===== src/rtl/axil_bram_ctrl.sv =====
// AXI4-Lite slave in front of a 256x8 memory that samples its port on negedge; one byte per 32-bit word.
// Optional feature: define AXIL_BRAM_SLVERR_EN to answer SLVERR for any address at or above 0x400.
module axil_bram_ctrl #(
  parameter int ADDR_W = 32
) (
  input  logic              clk,
  input  logic              rst_n,
  input  logic [ADDR_W-1:0] s_axi_awaddr,
  input  logic              s_axi_awvalid,
  output logic              s_axi_awready,
  input  logic [31:0]       s_axi_wdata,
  input  logic [3:0]        s_axi_wstrb,
  input  logic              s_axi_wvalid,
  output logic              s_axi_wready,
  output logic [1:0]        s_axi_bresp,
  output logic              s_axi_bvalid,
  input  logic              s_axi_bready,
  input  logic [ADDR_W-1:0] s_axi_araddr,
  input  logic              s_axi_arvalid,
  output logic              s_axi_arready,
  output logic [31:0]       s_axi_rdata,
  output logic [1:0]        s_axi_rresp,
  output logic              s_axi_rvalid,
  input  logic              s_axi_rready,
  output logic              mem_we,
  output logic [7:0]        mem_addr,
  output logic [7:0]        mem_din,
  input  logic [7:0]        mem_dout,
  output logic [2:0]        dbg_state
);

  // Handshakes: a beat transfers on a posedge where valid and ready are both high;
  // valid/payload stay put until that edge, ready may depend on valid combinationally.
  typedef enum logic [2:0] {IDLE, WRITE, WRESP, READ, RDATA} state_t;

  state_t     state, state_d;
  logic       rdy_en;
  logic       aw_q, w_q;
  logic [7:0] awidx_q, wbyte_q;
  logic       awerr_q, wen_q, rd_err_q;
  logic       aw_hs, w_hs, ar_hs, aw_have, w_have;
  logic       aw_err, ar_err;
  logic       unused_bits;

`ifdef AXIL_BRAM_SLVERR_EN
  assign aw_err = (s_axi_awaddr >> 10) != '0;
  assign ar_err = (s_axi_araddr >> 10) != '0;
`else
  assign aw_err = 1'b0;
  assign ar_err = 1'b0;
`endif

  assign unused_bits = ^{s_axi_awaddr, s_axi_araddr, s_axi_wdata[31:8], s_axi_wstrb[3:1]};

  // rdy_en keeps every ready low until the first posedge after reset release.
  assign s_axi_awready = rdy_en && (state == IDLE) && !aw_q;
  assign s_axi_wready  = rdy_en && (state == IDLE) && !w_q;
  assign s_axi_arready = rdy_en && (state == IDLE) && !aw_q && !w_q
                         && !s_axi_awvalid && !s_axi_wvalid;
  assign s_axi_bvalid  = (state == WRESP);
  assign s_axi_rvalid  = (state == RDATA);
  assign mem_we        = (state == WRITE) && wen_q && !awerr_q;
  assign dbg_state     = state;

  assign aw_hs   = s_axi_awvalid && s_axi_awready;
  assign w_hs    = s_axi_wvalid && s_axi_wready;
  assign ar_hs   = s_axi_arvalid && s_axi_arready;
  assign aw_have = aw_q || aw_hs;
  assign w_have  = w_q || w_hs;

  always_comb begin
    state_d = state;
    case (state)
      IDLE: begin
        if (aw_have && w_have) state_d = WRITE;
        else if (ar_hs)        state_d = READ;
      end
      WRITE:   state_d = WRESP;
      WRESP:   if (s_axi_bready) state_d = IDLE;
      READ:    state_d = RDATA;
      RDATA:   if (s_axi_rready) state_d = IDLE;
      default: state_d = IDLE;
    endcase
  end

  always_ff @(posedge clk or negedge rst_n) begin
    if (!rst_n) begin
      state       <= IDLE;
      rdy_en      <= 1'b0;
      aw_q        <= 1'b0;
      w_q         <= 1'b0;
      awidx_q     <= '0;
      wbyte_q     <= '0;
      awerr_q     <= 1'b0;
      wen_q       <= 1'b0;
      rd_err_q    <= 1'b0;
      mem_addr    <= '0;
      mem_din     <= '0;
      s_axi_bresp <= '0;
      s_axi_rresp <= '0;
      s_axi_rdata <= '0;
    end else begin
      state  <= state_d;
      rdy_en <= 1'b1;
      if (aw_hs) begin
        awidx_q <= s_axi_awaddr[9:2];
        awerr_q <= aw_err;
      end
      if (w_hs) begin
        wbyte_q <= s_axi_wdata[7:0];
        wen_q   <= s_axi_wstrb[0];
      end
      // Bypass the latches when the completing beat arrives on this very edge.
      if (state == IDLE && state_d == WRITE) begin
        aw_q     <= 1'b0;
        w_q      <= 1'b0;
        mem_addr <= aw_q ? awidx_q : s_axi_awaddr[9:2];
        mem_din  <= w_q ? wbyte_q : s_axi_wdata[7:0];
      end else begin
        if (aw_hs) aw_q <= 1'b1;
        if (w_hs)  w_q  <= 1'b1;
      end
      if (ar_hs) begin
        mem_addr <= s_axi_araddr[9:2];
        rd_err_q <= ar_err;
      end
      if (state == WRITE) s_axi_bresp <= awerr_q ? 2'b10 : 2'b00;
      if (state == READ) begin
        s_axi_rdata <= rd_err_q ? 32'h0 : {24'h0, mem_dout};
        s_axi_rresp <= rd_err_q ? 2'b10 : 2'b00;
      end
    end
  end

endmodule


===== config.mk =====
export PLATFORM = sky130hd
export DESIGN_NAME = axil_bram_ctrl
export DESIGN_NICKNAME = d
export VERILOG_FILES = /design/src/rtl/axil_bram_ctrl.sv
export SDC_FILE = /design/constraint.sdc
export NUM_CORES = 1
export LEC_CHECK = 0
export BUFFER_PORTS_ARGS = -buffer_cell sky130_fd_sc_hd__clkbuf_2
export CAP_MARGIN = 20
export CORE_ASPECT_RATIO = 0.8
export CORE_MARGIN = 2
export CORE_UTILIZATION = 43
export CTS_CLUSTER_DIAMETER = 200
export DETAILED_ROUTE_END_ITERATION = 8
export PLACE_DENSITY = 0.94
export SYNTH_ARGS = -nofsm -noshare
export SYNTH_HDL_FRONTEND = slang
export SYNTH_SLANG_ARGS = --single-unit

===== constraint.sdc =====
create_clock -name clk -period 5.1 [get_ports clk]
set_input_delay 0.765 -clock clk [delete_from_list [all_inputs] [get_ports clk]]
set_output_delay 0.765 -clock clk [all_outputs]
set_load 0.05 [all_outputs]

==> Yosys cells after proc, flatten, opt, wreduce, memory -nomap -nowiden <==
Index checks and enable logic that the tools add are counted.
Widths: inputs -> output; s select.
{ "totals": {"ff_bits": 47, "output_inout_bits": 61, "in_bits": 115} }
{ "classes": {"n_eq_ne": 5, "mux": 13, "n_reduce_logical": 22} }
{ "ops": {"columns": ["cell", "count"], "rows": [
  ["$mux 8", 4],
  ["$pmux 3 s5", 1],
  ["$logic_and 1x1->1", 12],
  ["$mux 3", 4],
  ["$eq 3x1->1 const B", 2],
  ["$eq 3x2->1 const B", 2],
  ["$reduce_bool 2->1", 3],
  ["$logic_not 1->1", 4],
  ["$mux 1", 4],
  ["$eq 3x3->1 const B", 1],
  ["$logic_not 3->1", 1],
  ["$logic_or 1x1->1", 2]
]} }

==> Longest topological paths before layout <==
Gate-level depths: netlist of the first run.
{ "depth": {"ltp_word": 14, "depth_mapped": 6, "ltp_nobuf": 4} }

==> Worst setup path before layout of the first run <==
Ideal clock, no wire load.
{ "synth_path": {"kind": "reg-to-output", "start": "reg state[1] (netlist: dbg_state[1])", "end": "out s_axi_awready", "path_buffers": 2, "path_stages_with_launch": 5, "required_time_ps": 4335, "t_arrival_ps": 2598, "setup_slack_ps": 1737, "cell_sequence": "dfrtp_1 buf_2 or3_1 clkbuf_1 nor3b_1"} }
{ "synth_between": {"elab_chain_cells": 3} }
{ "synth_rtl": {"columns": ["element", "line", "source"], "rows": [
  ["start: declaration", "36", "state_t state, state_d;"],
  ["start signal: assignment", "103", "state <= state_d;"],
  ["$logic_not 3->1", "56", "assign s_axi_awready = rdy_en && (state == IDLE) && !aw_q;"],
  ["$logic_and 1x1->1 (2 in a row)", "56", null],
  ["end: declaration", "10", "output logic s_axi_awready,"]
]} }
No other way between the ends.

==> Worst setup path after layout of the first run <==
{ "layout_path": {"start": "reg state[2] (netlist: dbg_state[2])", "end": "out s_axi_wready"} }
{ "layout_between": {"elab_chain_cells": 3} }
{ "layout_rtl": {"columns": ["element", "line", "source"], "rows": [
  ["$logic_not 3->1", "57", "assign s_axi_wready = rdy_en && (state == IDLE) && !w_q;"],
  ["$logic_and 1x1->1 (2 in a row)", "57", null],
  ["end: declaration", "14", "output logic s_axi_wready,"]
]} }
No other way between the ends.

==> results.py, run 1 <==
metrics = {
    "power": {
        "peakVddDrop_v": 0.000454,
        "pwr-share-clk_pct": 11.4,
        "power_leakage_nw": 1.33,
        "pwr-share-comb_pct": 53.9,
        "sw_frac_of_total_pct": 50.3,
        "powerDensity_mw_per_mm2": 737,
        "p_int_mw": 1.01,
        "power.total_mw": 2.03,
        "power_frac_seq_pct": 34.6,
        "switching_power_mw": 1.02,
    },
    "synthesis": {
        "async_flop_share_pct": 100,
        "synthMuxAreaShare_pct": 20.0,
        "synth.avg_cell_area_um2": 11.9,
        "synth_compound_area_share_pct": 9.74,
        "yosysSeqAreaShare_pct": 49.8,
        "yosys_warnings": 0,
        "synth_commonest_cells": "47 x dfrtp_1, 39 x mux2_2, 28 x buf_4",
        "synth_simple_gate_area_share_pct": 9.48,
        "yosys.cell_types.count": 28,
        "synth_top_family_by_area": "multiplexers",
        "synthTopCellsByArea": "dfrtp_1 50%, mux2_2 19%, buf_4 8.9%, a32o_1 3.4%, a22oi_1 2.5%",
        "synth_edf_count": 0,
        "synth_area_leader_cell": "dfrtp_1",
        "synth_adder_area_share_pct": 0,
        "synth_xor_area_share_pct": 0,
        "yosysMostFrequentCell": "dfrtp_1",
        "synth_area_mm2": 0.00236,
        "ys.flop_type": "dfrtp_1",
        "netlist.area_leader.share_pct": 49.8,
        "synthCells": 199,
        "synth-seq-cells": 47,
    },
    "layout": {
        "drive_gt1_share_pct": 45.4,
        "antenna_cells": 0,
        "finalNetCount": 383,
        "final_area_mm2": 0.00276,
        "nFillCells": 501,
        "syn2layout_area_growth_pct": 16.6,
    },
    "hold_path": {
        "hold_path.class": "flip-flop to flip-flop",
    },
    "placement": {
        "place.gp.congestion": 0.886,
        "place_area_mm2": 0.00266,
        "dpl.hpwl_um": 3790,
        "pre_cts_ws_ps": 2350,
        "portBuffers": 72,
    },
    "sta": {
        "fmax_mhz": 354,
        "finalHoldViolations": 0,
        "fin_hold_ws_ps": 510,
        "finalCriticalPeriod_ps": 2820,
        "setup_violations": 0,
        "slew_viol_final": 0,
        "relSlewSlack_pct": 33.4,
        "worst_slack_ps": 2280,
        "finalClockSkew_ps": 9.18,
        "setup_tns_ps": 0,
        "worst_pin_slew_ps": 998,
        "grt_setup_unrepaired": "no",
        "finalCritPeriodShare_pct": 55.3,
    },
    "floorplan": {
        "io_pins": 176,
        "design.core.area_mm2": 0.00538,
        "start_util_pct": 44.0,
        "die_height_um": 70.3,
        "die_width_um": 86.9,
        "die_area_mm2": 0.00611,
        "rows": 24,
    },
    "clocking": {
        "ctsResizeCount": 0,
        "clk_pin_slew_ps": 90,
        "postCtsHoldBufs": 0,
        "cts_tree": "yes",
        "cts_buffer_depth": 2,
        "cts_root_buffer": "clkbuf_8",
        "cts_htree_levels": 2,
        "post_cts_buffers": 0,
        "clock-sinks": 47,
        "clk_latency_ps": 310,
        "cts_buffers": 5,
    },
    "global_routing": {
        "grt_pass1_vias": 1776,
        "grt_overflow_total": 0,
        "grt_pass1_wl_um": 8450,
        "grtUsageTotal_pct": 18.0,
        "antenna_found_initial": 0,
        "grt_max_degree": 48,
    },
    "detailed_routing": {
        "dr.pass1.iters": 4,
        "vias": 1726,
        "drt_wl_total_um": 5090,
        "post-route-drc-count": 0,
        "initialDrtViolationCount": 84,
        "ant_nets": 0,
        "wl_per_cell_um": 15.2,
        "via_per_inst": 5.17,
    },
    "critical_path": {
        "critPathLaunchType": "flip-flop",
        "cp.arrival_ps": 2060,
        "setup.worst_path.class": "flip-flop to output port",
        "endpoint_kind": "output port",
        "cp_data_required_time_ps": 4340,
        "critPathMaxFanout": 15,
    },
    "flow_run": {
        "cap_violations": 0,
    },
    "run_status": {
        "outcome": "finished clean",
    },
}
==> registers in the layout, indices dropped and copies added (netlist names) <==
register and flops:
s_axi_rdata 8, mem_addr 8, w_q 1, rdy_en 1, mem_din 8, dbg_state 3, awidx_q 8, wen_q 1
wbyte_q 8, aw_q 1
==> worst paths after layout <==
check	from	endpoint	slack, ps	depth (start not counted)
worst max-delay path	dbg_state[2]	s_axi_wready	2280	3
worst min-delay path	s_axi_rdata[6]	s_axi_rdata[6]	510	1
worst max register to register	dbg_state[2]	mem_din[1]	2370	4
worst min register to register	s_axi_rdata[6]	s_axi_rdata[6]	510	1
max in group asynchronous	rst_n	awidx_q[3]	4140	2
min in group asynchronous	rst_n	mem_din[2]	540	2
==> critical path, cell delays in order (launching register included) <==
cell	delay, ps
dfrtp_1	480
nor4b_4	710
nor2b_1	260
clkbuf_2	310
==> metrics by stage <==
| step | util [%] | cells |
|---|---|---|
| detailed placement | 49.6 | 326 |
| finish | 51.3 | 334 |
| global placement | 49.6 | 326 |
| global route | 51.3 | 334 |
| CTS | 51.3 | 334 |
| floorplan | - | 226 |
==> cells by family after synthesis <==
group                  count (synthesis)
AND/OR/NAND/NOR                       39
AO/OA/AOI/OAI                         30
other                                  2
multiplexers                          42
buffers and inverters                 39
flip-flops                            47
==> power by group through the flow <==
stage          combinational [mW]  sequential [mW]  clock [mW]
2_1_floorplan               0.567             1.01           0
3_3_place_gp                 1.07            0.692           0
3_5_place_dp                 1.11            0.710           0
4_1_cts                      1.11            0.703       0.238
5_1_grt                      1.17            0.732       0.256
6_report                     1.10            0.704       0.232
==> layout by cell type, fill, tap and decap left out, types with 5 or more instances in the layout <==
cell type,n
nand2_1,11
mux2_2,39
clkbuf_2,72
dfrtp_1,47
a32o_1,8
conb_1,29
a22oi_1,8
clkbuf_8,5
o211ai_1,8
nor2_1,5
nand3_1,9
==> routing by layer <==
metal  vias up  routed length, um  global-route usage (%)
met5         -                  0                       0
met2        77               2600                    30.4
met3         4                366                    6.38
met1       849               2110                    22.2
li1        796                  -                       -
met4         0                 21                    3.13
==> cell type report <==
type | instances | area [um^2] | area share (%)
clock inverters | 3 | 22.5 | 0.817
multi-input cells | 140 | 1030 | 37.6
inverters | 1 | 3.75 | 0.136
well taps | 65 | 81.3 | 2.95
flip-flops and latches | 47 | 1180 | 42.7
repair buffers | 73 | 368 | 13.4
clock buffers | 5 | 68.8 | 2.50
Note: power is estimated with default switching activity, not from simulation.
==> inputs of run 2 (changes only) <==
--- a/config.mk
+++ b/config.mk
@@ -9,10 +9,10 @@
 export CAP_MARGIN = 20
 export CORE_ASPECT_RATIO = 0.8
 export CORE_MARGIN = 2
-export CORE_UTILIZATION = 43
+export CORE_UTILIZATION = 40
 export CTS_CLUSTER_DIAMETER = 200
 export DETAILED_ROUTE_END_ITERATION = 8
-export PLACE_DENSITY = 0.94
+export PLACE_DENSITY = 0.89
 export SYNTH_ARGS = -nofsm -noshare
 export SYNTH_HDL_FRONTEND = slang
 export SYNTH_SLANG_ARGS = --single-unit
==> constraint.sdc (replaced) <==
create_clock -name clk -period 3 [get_ports clk]
set_input_delay 0.45 -clock clk [delete_from_list [all_inputs] [get_ports clk]]
set_output_delay 0.45 -clock clk [all_outputs]
set_load 0.05 [all_outputs]
==> results.py, run 2 (synthesis gave the netlist of run 1 again) <==
metrics = {
    "critical_path": {
        "crit_chain": "or3_1 -> nor3b_2 -> clkbuf_2",
        "crit_family": "simple AND/OR/NAND/NOR gates",
        "cp.arrival_ps": 1970,
        "endpoint_kind": "output port",
        "crit_cells": 3,
        "critPathLaunchType": "flip-flop",
        "setup.worst_path.class": "flip-flop to output port",
        "slowest_stage": "or3_1",
        "path_buf_inv": 1,
        "worstRegToRegCells": 5,
        "critPathMaxFanout": 12,
        "cp_data_required_time_ps": 2550,
        "slowest_delay_ps": 620,
    },
    "clocking": {
        "ctsResizeCount": 0,
        "clk_latency_ps": 310,
        "cts_buffers": 5,
        "clk_pin_slew_ps": 100,
        "cts_tree": "yes",
        "cts_buffer_depth": 2,
        "cts_root_buffer": "clkbuf_8",
        "postCtsHoldBufs": 0,
        "post_cts_buffers": 0,
        "clock-sinks": 47,
        "cts_htree_levels": 2,
    },
    "sta": {
        "finalHoldViolations": 0,
        "worst_slack_ps": 577,
        "setup_tns_ps": 0,
        "finalClockSkew_ps": 7.62,
        "setup_violations": 0,
        "grt_setup_unrepaired": "no",
        "slew_viol_final": 0,
        "fmax_mhz": 413,
        "worst_pin_slew_ps": 987,
        "finalCriticalPeriod_ps": 2420,
        "finalCritPeriodShare_pct": 80.8,
        "relSlewSlack_pct": 34.2,
    },
    "placement": {
        "pre_cts_ws_ps": 606,
        "dpl.hpwl_um": 3700,
        "place.gp.congestion": 0.894,
        "portBuffers": 72,
    },
    "run_status": {
        "outcome": "finished clean",
    },
    "global_routing": {
        "grtUsageTotal_pct": 14.7,
        "grt_overflow_total": 0,
        "grt_pass1_vias": 1645,
        "antenna_found_initial": 0,
        "grt_max_degree": 26,
        "grt_pass1_wl_um": 7650,
    },
    "floorplan": {
        "die_width_um": 89.9,
        "die_area_mm2": 0.00654,
        "die_height_um": 72.8,
        "rows": 25,
        "design.core.area_mm2": 0.00582,
        "io_pins": 176,
        "start_util_pct": 40.6,
    },
    "power": {
        "power_leakage_nw": 1.34,
        "powerDensity_mw_per_mm2": 1240,
        "peakVddDrop_v": 0.000730,
    },
    "layout": {
        "layout_commonest_cell": "clkbuf_2",
        "regArea_mm2": 0.00118,
        "drive_gt1_share_pct": 45.9,
        "finalNetCount": 384,
        "multi_input_area_mm2": 0.00104,
        "nFillCells": 552,
        "post-route-util_pct": 48.0,
        "syn2layout_area_growth_pct": 18.2,
        "final_cell_mix": "72 x clkbuf_2, 47 x dfrtp_1, 39 x mux2_2",
        "antenna_cells": 0,
    },
    "detailed_routing": {
        "initialDrtViolationCount": 95,
        "via_per_inst": 4.85,
        "ant_nets": 0,
        "vias": 1702,
        "wl_per_cell_um": 13.9,
        "drt_wl_total_um": 4870,
        "post-route-drc-count": 0,
        "dr.pass1.iters": 4,
    },
    "flow_run": {
        "cap_violations": 0,
    },
    "hold_path": {
        "hold_path.class": "primary input to asynchronous set/reset pin",
    },
}
## run 2: cell count changes in the layout (fill, tap and decap cells not counted)
cell | previous run | this run
buf_4 | 1 | 2
clkinv_2 | 1 | 0
clkinv_4 | 1 | 0
clkinvlp_4 | 0 | 1
inv_8 | 0 | 1
nor3b_1 | 2 | 1
nor3b_2 | 0 | 1
## run 2: worst register-to-register path, cell delays in order, from the launching register on
cell,delay (ps)
dfrtp_1,490
nor4b_4,320
buf_4,240
a21oi_1,310
nor3_4,520
mux2_2,390
## run 2: worst paths after layout
| path | startpoint | end | slack, ps |
|---|---|---|---|
| worst max-delay path | dbg_state[2] | s_axi_awready | 580 |
| worst min-delay path | rst_n | mem_din[7] | 100 |
| worst max register to register | dbg_state[2] | mem_din[1] | 640 |
| worst min register to register | mem_din[5] | mem_din[5] | 510 |
| max in group asynchronous | rst_n | awidx_q[6] | 2150 |
| min in group clk | s_axi_rready | dbg_state[2] | 330 |
## run 2: where the power goes
group	internal [mW]	leakage, nW	switching (mW)
registers	0.947	0.556	0.243
clock network	0.173	0.0467	0.234
logic	0.608	0.733	1.24
total	1.73	1.34	1.72
## run 2: metrics by stage
| stage | std cells | power [mW] | cell area, um^2 | hold WS (ps) |
|---|---|---|---|---|
| after global routing | 351 | 3.65 | 2790 | 149 |
| after floorplan | 226 | 2.69 | 2470 | 154 |
| after CTS | 351 | 3.48 | 2790 | 115 |
| after detailed placement | 343 | 3.07 | 2700 | 463 |
| after global placement | 343 | 3.01 | 2700 | 453 |
| final | 351 | 3.45 | 2790 | 99.6 |
## run 2: area by class of cell
cell class / instances / share of cell area [%]
sequential: 47 / 42.1
multi-input combinational: 140 / 37.2
timing repair buffer: 74 / 13.4
tap: 81 / 3.63
clock buffer: 5 / 2.46
clock inverter: 3 / 0.986
inverter: 1 / 0.134
## run 2: layer usage
metal / track usage [%] / part of all wire [%] / vias up
met5: 0 / 0 / -
met4: 4.44 / 0.76 / 0
met3: 5.48 / 9.1 / 4
met2: 24.5 / 47 / 82
met1: 18.3 / 43 / 818
li1: - / - / 798
